### config.mk
export PLATFORM = sky130hd
export DESIGN_NAME = status_reg
export DESIGN_NICKNAME = d
export VERILOG_FILES = /design/src/rtl/status_reg.sv
export SDC_FILE = /design/constraint.sdc
export NUM_CORES = 1
export LEC_CHECK = 0
export CORE_MARGIN = 3
export CORE_UTILIZATION = 30
export DETAILED_ROUTE_END_ITERATION = 12
export DONT_BUFFER_PORTS = 1
export HOLD_SLACK_MARGIN = 0.12
export SETUP_SLACK_MARGIN = 0.15
export SYNTH_ARGS = -nofsm -noshare
export SYNTH_HDL_FRONTEND = slang
export SYNTH_SLANG_ARGS = --single-unit
export TNS_END_PERCENT = 1
### constraint.sdc
create_clock -name clk -period 1.85 [get_ports clk]
set_clock_uncertainty 0.15 [all_clocks]
set_input_delay 0.37 -clock clk [delete_from_list [all_inputs] [get_ports clk]]
set_output_delay 0.37 -clock clk [all_outputs]
set_load 0.01 [all_outputs]
### src/rtl/status_reg.sv
// status_reg: 6502 processor status register with flag updates, branch conditions and IRQ mask
module status_reg (
    input  logic       clk,
    input  logic       reset,
    input  logic [7:0] alu_Y,
    input  logic       alu_carry_out,
    input  logic       alu_overflow,
    input  logic       flag_update,
    input  logic [3:0] flag_mask,
    input  logic       bit_test,
    input  logic [2:0] flag_op,
    input  logic       p_load,
    input  logic [7:0] data_in,
    input  logic       irq_entry,
    input  logic       push_brk,
    input  logic       sync,
    input  logic [2:0] branch_sel,
    output logic [7:0] p_out,
    output logic [7:0] p_push,
    output logic       carry_flag,
    output logic       decimal_flag,
    output logic       branch_taken,
    output logic       irq_masked
);
    typedef enum logic [2:0] {
        OP_NONE = 3'd0,
        OP_CLC  = 3'd1,
        OP_SEC  = 3'd2,
        OP_CLI  = 3'd3,
        OP_SEI  = 3'd4,
        OP_CLD  = 3'd5,
        OP_SED  = 3'd6,
        OP_CLV  = 3'd7
    } flag_op_t;

    logic n, v, d, i, z, c;
    logic n_nx, v_nx, d_nx, i_nx, z_nx, c_nx;
    logic upd_n, upd_v, upd_z, upd_c;
    flag_op_t op;

    assign op = flag_op_t'(flag_op);

    // next flag values; p_load wins, flag_op beats the ALU on C/V, irq_entry beats CLI
    always_comb begin
        upd_n = flag_update && flag_mask[3];
        upd_v = flag_update && flag_mask[2];
        upd_z = flag_update && flag_mask[1];
        upd_c = flag_update && flag_mask[0] && !bit_test;
        n_nx  = p_load ? data_in[7] : upd_n ? (bit_test ? data_in[7] : alu_Y[7]) : n;
        v_nx  = p_load ? data_in[6] : (op == OP_CLV) ? 1'b0
              : upd_v ? (bit_test ? data_in[6] : alu_overflow) : v;
        d_nx  = p_load ? data_in[3] : (op == OP_CLD) ? 1'b0 : (op == OP_SED) ? 1'b1 : d;
        i_nx  = p_load ? data_in[2] : (irq_entry || op == OP_SEI) ? 1'b1
              : (op == OP_CLI) ? 1'b0 : i;
        z_nx  = p_load ? data_in[1] : upd_z ? (alu_Y == 8'h00) : z;
        c_nx  = p_load ? data_in[0] : (op == OP_CLC) ? 1'b0 : (op == OP_SEC) ? 1'b1
              : upd_c ? alu_carry_out : c;
    end

    // flag register; irq_masked samples the pre-update I on opcode fetch
    always_ff @(posedge clk or posedge reset) begin
        if (reset) begin
            {n, v, d, i, z, c} <= 6'b000100;
            irq_masked         <= 1'b1;
        end else begin
            {n, v, d, i, z, c} <= {n_nx, v_nx, d_nx, i_nx, z_nx, c_nx};
            if (sync) irq_masked <= i;
        end
    end

    // branch condition: sel[2:1] picks N/V/C/Z, sel[0] picks set vs clear
    always_comb begin
        branch_taken = (branch_sel[2:1] == 2'd0) ? (n == branch_sel[0])
                     : (branch_sel[2:1] == 2'd1) ? (v == branch_sel[0])
                     : (branch_sel[2:1] == 2'd2) ? (c == branch_sel[0])
                     : (z == branch_sel[0]);
    end

    assign p_out        = {n, v, 1'b1, 1'b0, d, i, z, c};
    assign p_push       = {n, v, 1'b1, push_brk, d, i, z, c};
    assign carry_flag   = c;
    assign decimal_flag = d;
endmodule

==> metrics.yaml, run 1 <==
run_status:
  outcome: "complete, no violations"
cts:
  cts_max_path_buffers: 2
  htreeDepth: 1
  insertion_delay_ps: 240
  cts_made_buffers: 3
  tritoncts: "built"
  clkTransAtPathRegs_ps: 50
  cts_root_buffer: "sky130_fd_sc_hd__clkbuf_4"
  clock_sink_count: 7
sta:
  max_freq_mhz: 546
  final_report_max_slew_violation_count: 0
  timing.final.hold_violations: 0
  setup-violations-final: 0
  rsz0062_at_grt: "true"
  finalCritPeriodShare: 0.991
  period_needed_ps: 1830
  setup_ws_ps: 17.6
die:
  die_outline_area_sq_um: 2520
  die_h_microns: 50.2
  core_region_area_sq_um: 1780
  initial_core_util: 0.328
  dieWidth_microns: 50.2
  core.rowCount: 15
  num_io_pins: 56
placed_design:
  port_buffers: 0
  dpl.hpwl_mm: 1.07
  placement.setup.worst_slack_ps: 199
  gpl.final_weighted_congestion: 0.638
yosys:
  yosys_warnings: 0
  yosys_register_bits: 7
  synth_cells: 68
  post_synth.cell_area_avg_sq_um: 8.61
  syn-cell-area_sq_um: 586
  netlist-cell-type-count: 29
  seq_area_frac_synth: 0.303
drt:
  dr.pass1.iters: 4
  post_detailed_route_drc_marker_count: 0
  drt_first_iter_violations: 2
  wire_per_inst_microns: 14.6
  wl_mm: 1.36
  drt.antenna.violating_nets: 0
  via_per_inst: 5.12
  via_count: 476
critical_path:
  end_kind: "output pin"
  timing.reg2reg.worst_path_depth: 4
  start_kind: "flop"
  data_arrival_at_the_endpoint_of_the_critical_path_ps: 1310
  crit_required_ps: 1330
  crit_type: "reg -> out"
  crit_fanout: 2
hold_path:
  min_path_type: "in -> reg"
  whs_path_depth: 2
global_routing:
  overflow: 0
  initial_antenna_violation_count: 0
  maximum_number_of_pins_on_one_net_before_global_route_repair: 9
  global_route.usage.total: 0.117
  grt_pass1_wl_mm: 2.22
  first_global_vias: 483
job:
  timing.max_cap.violations: 0
pwr:
  cellLeakagePower_nw: 0.263
  vdd_drop_max_uv: 217
  cellPowerDensity_nw_per_um2: 676
finish:
  layout-drive-gt1-share: 0.221
  layout_filler_cell_count: 182
  fin_util: 0.362
  num-nets-final: 105
  areaGrowthSynthToFinish_pct: 10.3
  insertedDiodeCount: 0
==> final timing paths <==
kind | startpoint | slack [ps] | to
max in group asynchronous | reset | 930 | irq_masked$_DFFE_PP1P_
worst min register to register | i$_DFFE_PP1P_ | 490 | i$_DFFE_PP1P_
min in group asynchronous | reset | 350 | carry_flag$_DFFE_PP0P_
worst max register to register | carry_flag$_DFFE_PP0P_ | 510 | carry_flag$_DFFE_PP0P_
worst min-delay path | irq_entry | 130 | i$_DFFE_PP1P_
worst max-delay path | carry_flag$_DFFE_PP0P_ | 20 | branch_taken
==> power by group <==
group          switching (mW)  total [mW]  internal [mW]
sequential             0.0193       0.192          0.173
clock                  0.0505       0.132         0.0819
combinational          0.0530       0.112         0.0593
total                   0.123       0.437          0.314
==> registers in the layout, summed over array words and instances (netlist names) <==
register and count:
i 1, decimal_flag 1, v 1, z 1
carry_flag 1, n 1, irq_masked 1
==> logic make-up (layout without fill, tap and decap cells) <==
family,count (synthesis),count (layout),share of synthesized area
multiplexers,3,3,0.0748
AO/OA/AOI/OAI,19,19,0.205
other,2,3,0.0128
AND/OR/NAND/NOR,16,16,0.156
XOR/XNOR,1,1,0.0150
buffers and inverters,20,19,0.233
flip-flops,7,7,0.303
==> through the flow <==
stage                     hold slack (ps)  TNS [ps]  total power [mW]  cell area (sq um)  std cells
after detailed placement             61.1         0             0.286                522         80
final                                 132         0             0.437                646         93
after floorplan                      21.9         0             0.307                589         69
after CTS                             125     -1.53             0.442                626         91
after global placement               57.4         0             0.283                522         80
after global routing                  132     -43.1             0.474                646         93
==> timing repair <==
| item | in CTS | in global routing |
|---|---|---|
| pin swaps | 0 | 0 |
| buffers inserted | 0 | 0 |
| endpoints found under the hold margin | 13 | 2 |
| hold buffers | 7 | 2 |
| resized for setup | 1 | 0 |
| setup endpoints to repair | 1 | 1 |
| gates cloned | 0 | 0 |
==> synth_stat cells <==
master	n	share of area
sky130_fd_sc_hd__nor2_1	4	0.026
sky130_fd_sc_hd__xnor2_1	1	0.015
sky130_fd_sc_hd__a311oi_1	1	0.015
sky130_fd_sc_hd__mux2_2	1	0.019
sky130_fd_sc_hd__nor3_1	1	0.0085
sky130_fd_sc_hd__dfstp_2	2	0.090
sky130_fd_sc_hd__nand3b_1	1	0.013
sky130_fd_sc_hd__nand2_1	5	0.032
sky130_fd_sc_hd__o21ai_1	1	0.0085
sky130_fd_sc_hd__mux2i_1	1	0.017
sky130_fd_sc_hd__a21boi_0	1	0.013
sky130_fd_sc_hd__conb_1	2	0.013
sky130_fd_sc_hd__buf_4	16	0.21
sky130_fd_sc_hd__or4_4	2	0.038
sky130_fd_sc_hd__nor2b_1	1	0.011
sky130_fd_sc_hd__a31oi_1	3	0.032
sky130_fd_sc_hd__o22ai_1	1	0.011
sky130_fd_sc_hd__mux4_2	1	0.038
sky130_fd_sc_hd__inv_1	2	0.013
sky130_fd_sc_hd__o21ai_0	1	0.0085
sky130_fd_sc_hd__nor3_2	1	0.017
sky130_fd_sc_hd__buf_2	1	0.0085
sky130_fd_sc_hd__o22a_1	2	0.030
sky130_fd_sc_hd__o31ai_1	1	0.013
sky130_fd_sc_hd__clkbuf_1	1	0.0064
sky130_fd_sc_hd__a22o_1	1	0.015
sky130_fd_sc_hd__dfrtp_1	5	0.21
sky130_fd_sc_hd__nand2b_1	1	0.011
sky130_fd_sc_hd__a21oi_1	7	0.060
==> final cells by class <==
class | count | area [sq um] | share of cell area
multi-input combinational | 42 | 283 | 0.438
sequential | 7 | 178 | 0.275
timing repair buffer | 13 | 120 | 0.186
tap | 25 | 31.3 | 0.0484
clock buffer | 4 | 26.3 | 0.0407
inverter | 2 | 7.51 | 0.0116
==> metal layers <==
layer  GRT usage  part of all wire
met5           0                 0
met4      0.0553             0.011
met3      0.0445              0.12
met2       0.204              0.52
met1       0.120              0.35
==> worst max-delay path, stage by stage, from the launching register on <==
cell                      delay (ps)
sky130_fd_sc_hd__dfrtp_1         390
sky130_fd_sc_hd__mux4_2          490
sky130_fd_sc_hd__xnor2_2         200
==> layout by cell type (no fill, tap or decap), types with 2 or more instances in the layout <==
| master | netlist | layout |
|---|---|---|
| sky130_fd_sc_hd__dlygate4sd3_1 | 0 | 9 |
| sky130_fd_sc_hd__conb_1 | 2 | 3 |
| sky130_fd_sc_hd__a31oi_1 | 3 | 3 |
| sky130_fd_sc_hd__inv_1 | 2 | 2 |
| sky130_fd_sc_hd__buf_4 | 16 | 4 |
| sky130_fd_sc_hd__or4_4 | 2 | 2 |
| sky130_fd_sc_hd__dfrtp_1 | 5 | 5 |
| sky130_fd_sc_hd__nor2_1 | 4 | 4 |
| sky130_fd_sc_hd__a21oi_1 | 7 | 7 |
| sky130_fd_sc_hd__clkbuf_4 | 0 | 3 |
| sky130_fd_sc_hd__nand2_1 | 5 | 5 |
| sky130_fd_sc_hd__o22a_1 | 2 | 2 |
| sky130_fd_sc_hd__dfstp_2 | 2 | 2 |
(Power assumes the default switching activity.)
==> inputs of run 2 (changes only) <==
CAP_MARGIN = 20   (was unset)
CORE_MARGIN = 2   (was 3)
==> metrics.yaml, run 2 (synthesis gave the netlist of run 1 again) <==
critical_path:
  data_arrival_at_the_endpoint_of_the_critical_path_ps: 1330
  critical-path-max-stage-delay_ps: 520
  crit_required_ps: 1330
  crit_type: "reg -> out"
  crit_fanout: 2
  worstPathCellList: "mux4_2 > xnor2_4"
  critPathSlowestCell: "sky130_fd_sc_hd__mux4_2"
  end_kind: "output pin"
  start_kind: "flop"
die:
  core.rowCount: 15
  num_io_pins: 56
  die_outline_area_sq_um: 2320
  die_h_microns: 48.2
  initial_core_util: 0.328
  core_region_area_sq_um: 1780
  dieWidth_microns: 48.2
global_routing:
  first_global_vias: 387
  grt_pass1_wl_mm: 1.51
  maximum_number_of_pins_on_one_net_before_global_route_repair: 9
  global_route.usage.total: 0.0938
  initial_antenna_violation_count: 0
  overflow: 0
drt:
  dr.pass1.iters: 4
  via_per_inst: 4.83
  wl_mm: 1.27
  wire_per_inst_microns: 13.8
  drt.antenna.violating_nets: 0
  post_detailed_route_drc_marker_count: 0
  drt_first_iter_violations: 1
  via_count: 444
finish:
  fin_util: 0.363
  layout_filler_cell_count: 183
  layout-drive-gt1-share: 0.224
  insertedDiodeCount: 0
  stdcell_count: 92
  num-nets-final: 104
  areaGrowthSynthToFinish_pct: 10.5
  mostFrequentLayoutCells: "sky130_fd_sc_hd__dlygate4sd3_1, sky130_fd_sc_hd__a21oi_1, sky130_fd_sc_hd__nand2_1, sky130_fd_sc_hd__dfrtp_1"
  layout_commonest_cell: "sky130_fd_sc_hd__dlygate4sd3_1"
sta:
  total_negative_slack_for_setup_checks_ps: -0.0754
  period_needed_ps: 1850
  timing.final.hold_violations: 0
  setup-violations-final: 1
  rsz0062_at_grt: "true"
  setup_ws_ps: -0.0754
  fin_worst_hold_slack_ps: 130
  max_freq_mhz: 541
  finalCritPeriodShare: 1.00
  final_report_max_slew_violation_count: 0
cts:
  cts_max_path_buffers: 2
  tritoncts: "built"
  clock_sink_count: 7
  clkTransAtPathRegs_ps: 50
  htreeDepth: 1
  cts_made_buffers: 3
  post-cts-setup-buffer-count: 0
  cts_root_buffer: "sky130_fd_sc_hd__clkbuf_4"
  insertion_delay_ps: 240
pwr:
  cellPowerDensity_nw_per_um2: 686
  vdd_drop_max_uv: 185
  cellLeakagePower_nw: 0.261
placed_design:
  gpl.final_weighted_congestion: 0.709
  dpl.hpwl_microns: 992
  placedCellCount: 80
  port_buffers: 0
hold_path:
  min_path_type: "in -> reg"
run_status:
  outcome: "finished with violations"
  violations: "negative setup slack"
job:
  timing.max_cap.violations: 0
-- run 2: critical path, delay by kind of cell, from the launching register on --
family | cells | cell delay [ps]
DFF | 1 | 380
xor gates and xnor gates | 1 | 180
muxes | 1 | 520
-- run 2: repair_timing --
item                       CTS  global route
hold buffers                 7             1
gates resized for setup      1             1
hold endpoints to repair    13             1
setup endpoints to repair    1             1
pin swaps                    0             0
-- run 2: stage by stage --
stage / setup WS, ps / area [sq um] / power [mW]
floorplan: 195 / 589 / 0.307
global placement: 214 / 522 / 0.283
detailed placement: 211 / 522 / 0.284
CTS: 8.79 / 626 / 0.439
global route: -55.4 / 647 / 0.474
finish: -0.0754 / 647 / 0.444
-- run 2: worst paths after layout --
check                                        from                      to  slack, ps  depth (start not counted)
min in group asynchronous                   reset  carry_flag$_DFFE_PP0P_        340                          2
max reg2reg                carry_flag$_DFFE_PP0P_  carry_flag$_DFFE_PP0P_        560                          4
min                                        p_load           i$_DFFE_PP1P_        130                          2
min reg2reg                         i$_DFFE_PP1P_           i$_DFFE_PP1P_        460                          2
max in group asynchronous                   reset           i$_DFFE_PP1P_        940                          2
max                                 v$_DFFE_PP0P_            branch_taken      -0.08                          2
-- run 2: layout make-up --
type	instances	area [sq um]	share of cell area
clock buffers	4	26.3	0.0406
inverters	2	7.51	0.0116
multi-input cells	42	294	0.455
flip-flops and latches	7	178	0.275
well taps	25	31.3	0.0484
repair buffers	12	110	0.170
-- run 2: metal layers --
layer  GRT usage  wire length (microns)
met1      0.0962                    446
met2       0.158                    659
met3      0.0556                    164
met4      0.0324                      0
met5           0                      0
-- run 2: power by group --
part	switching (mW)	internal, mW
sequential	0.0185	0.173
combinational	0.0531	0.0627
clock	0.0545	0.0822
total	0.126	0.318
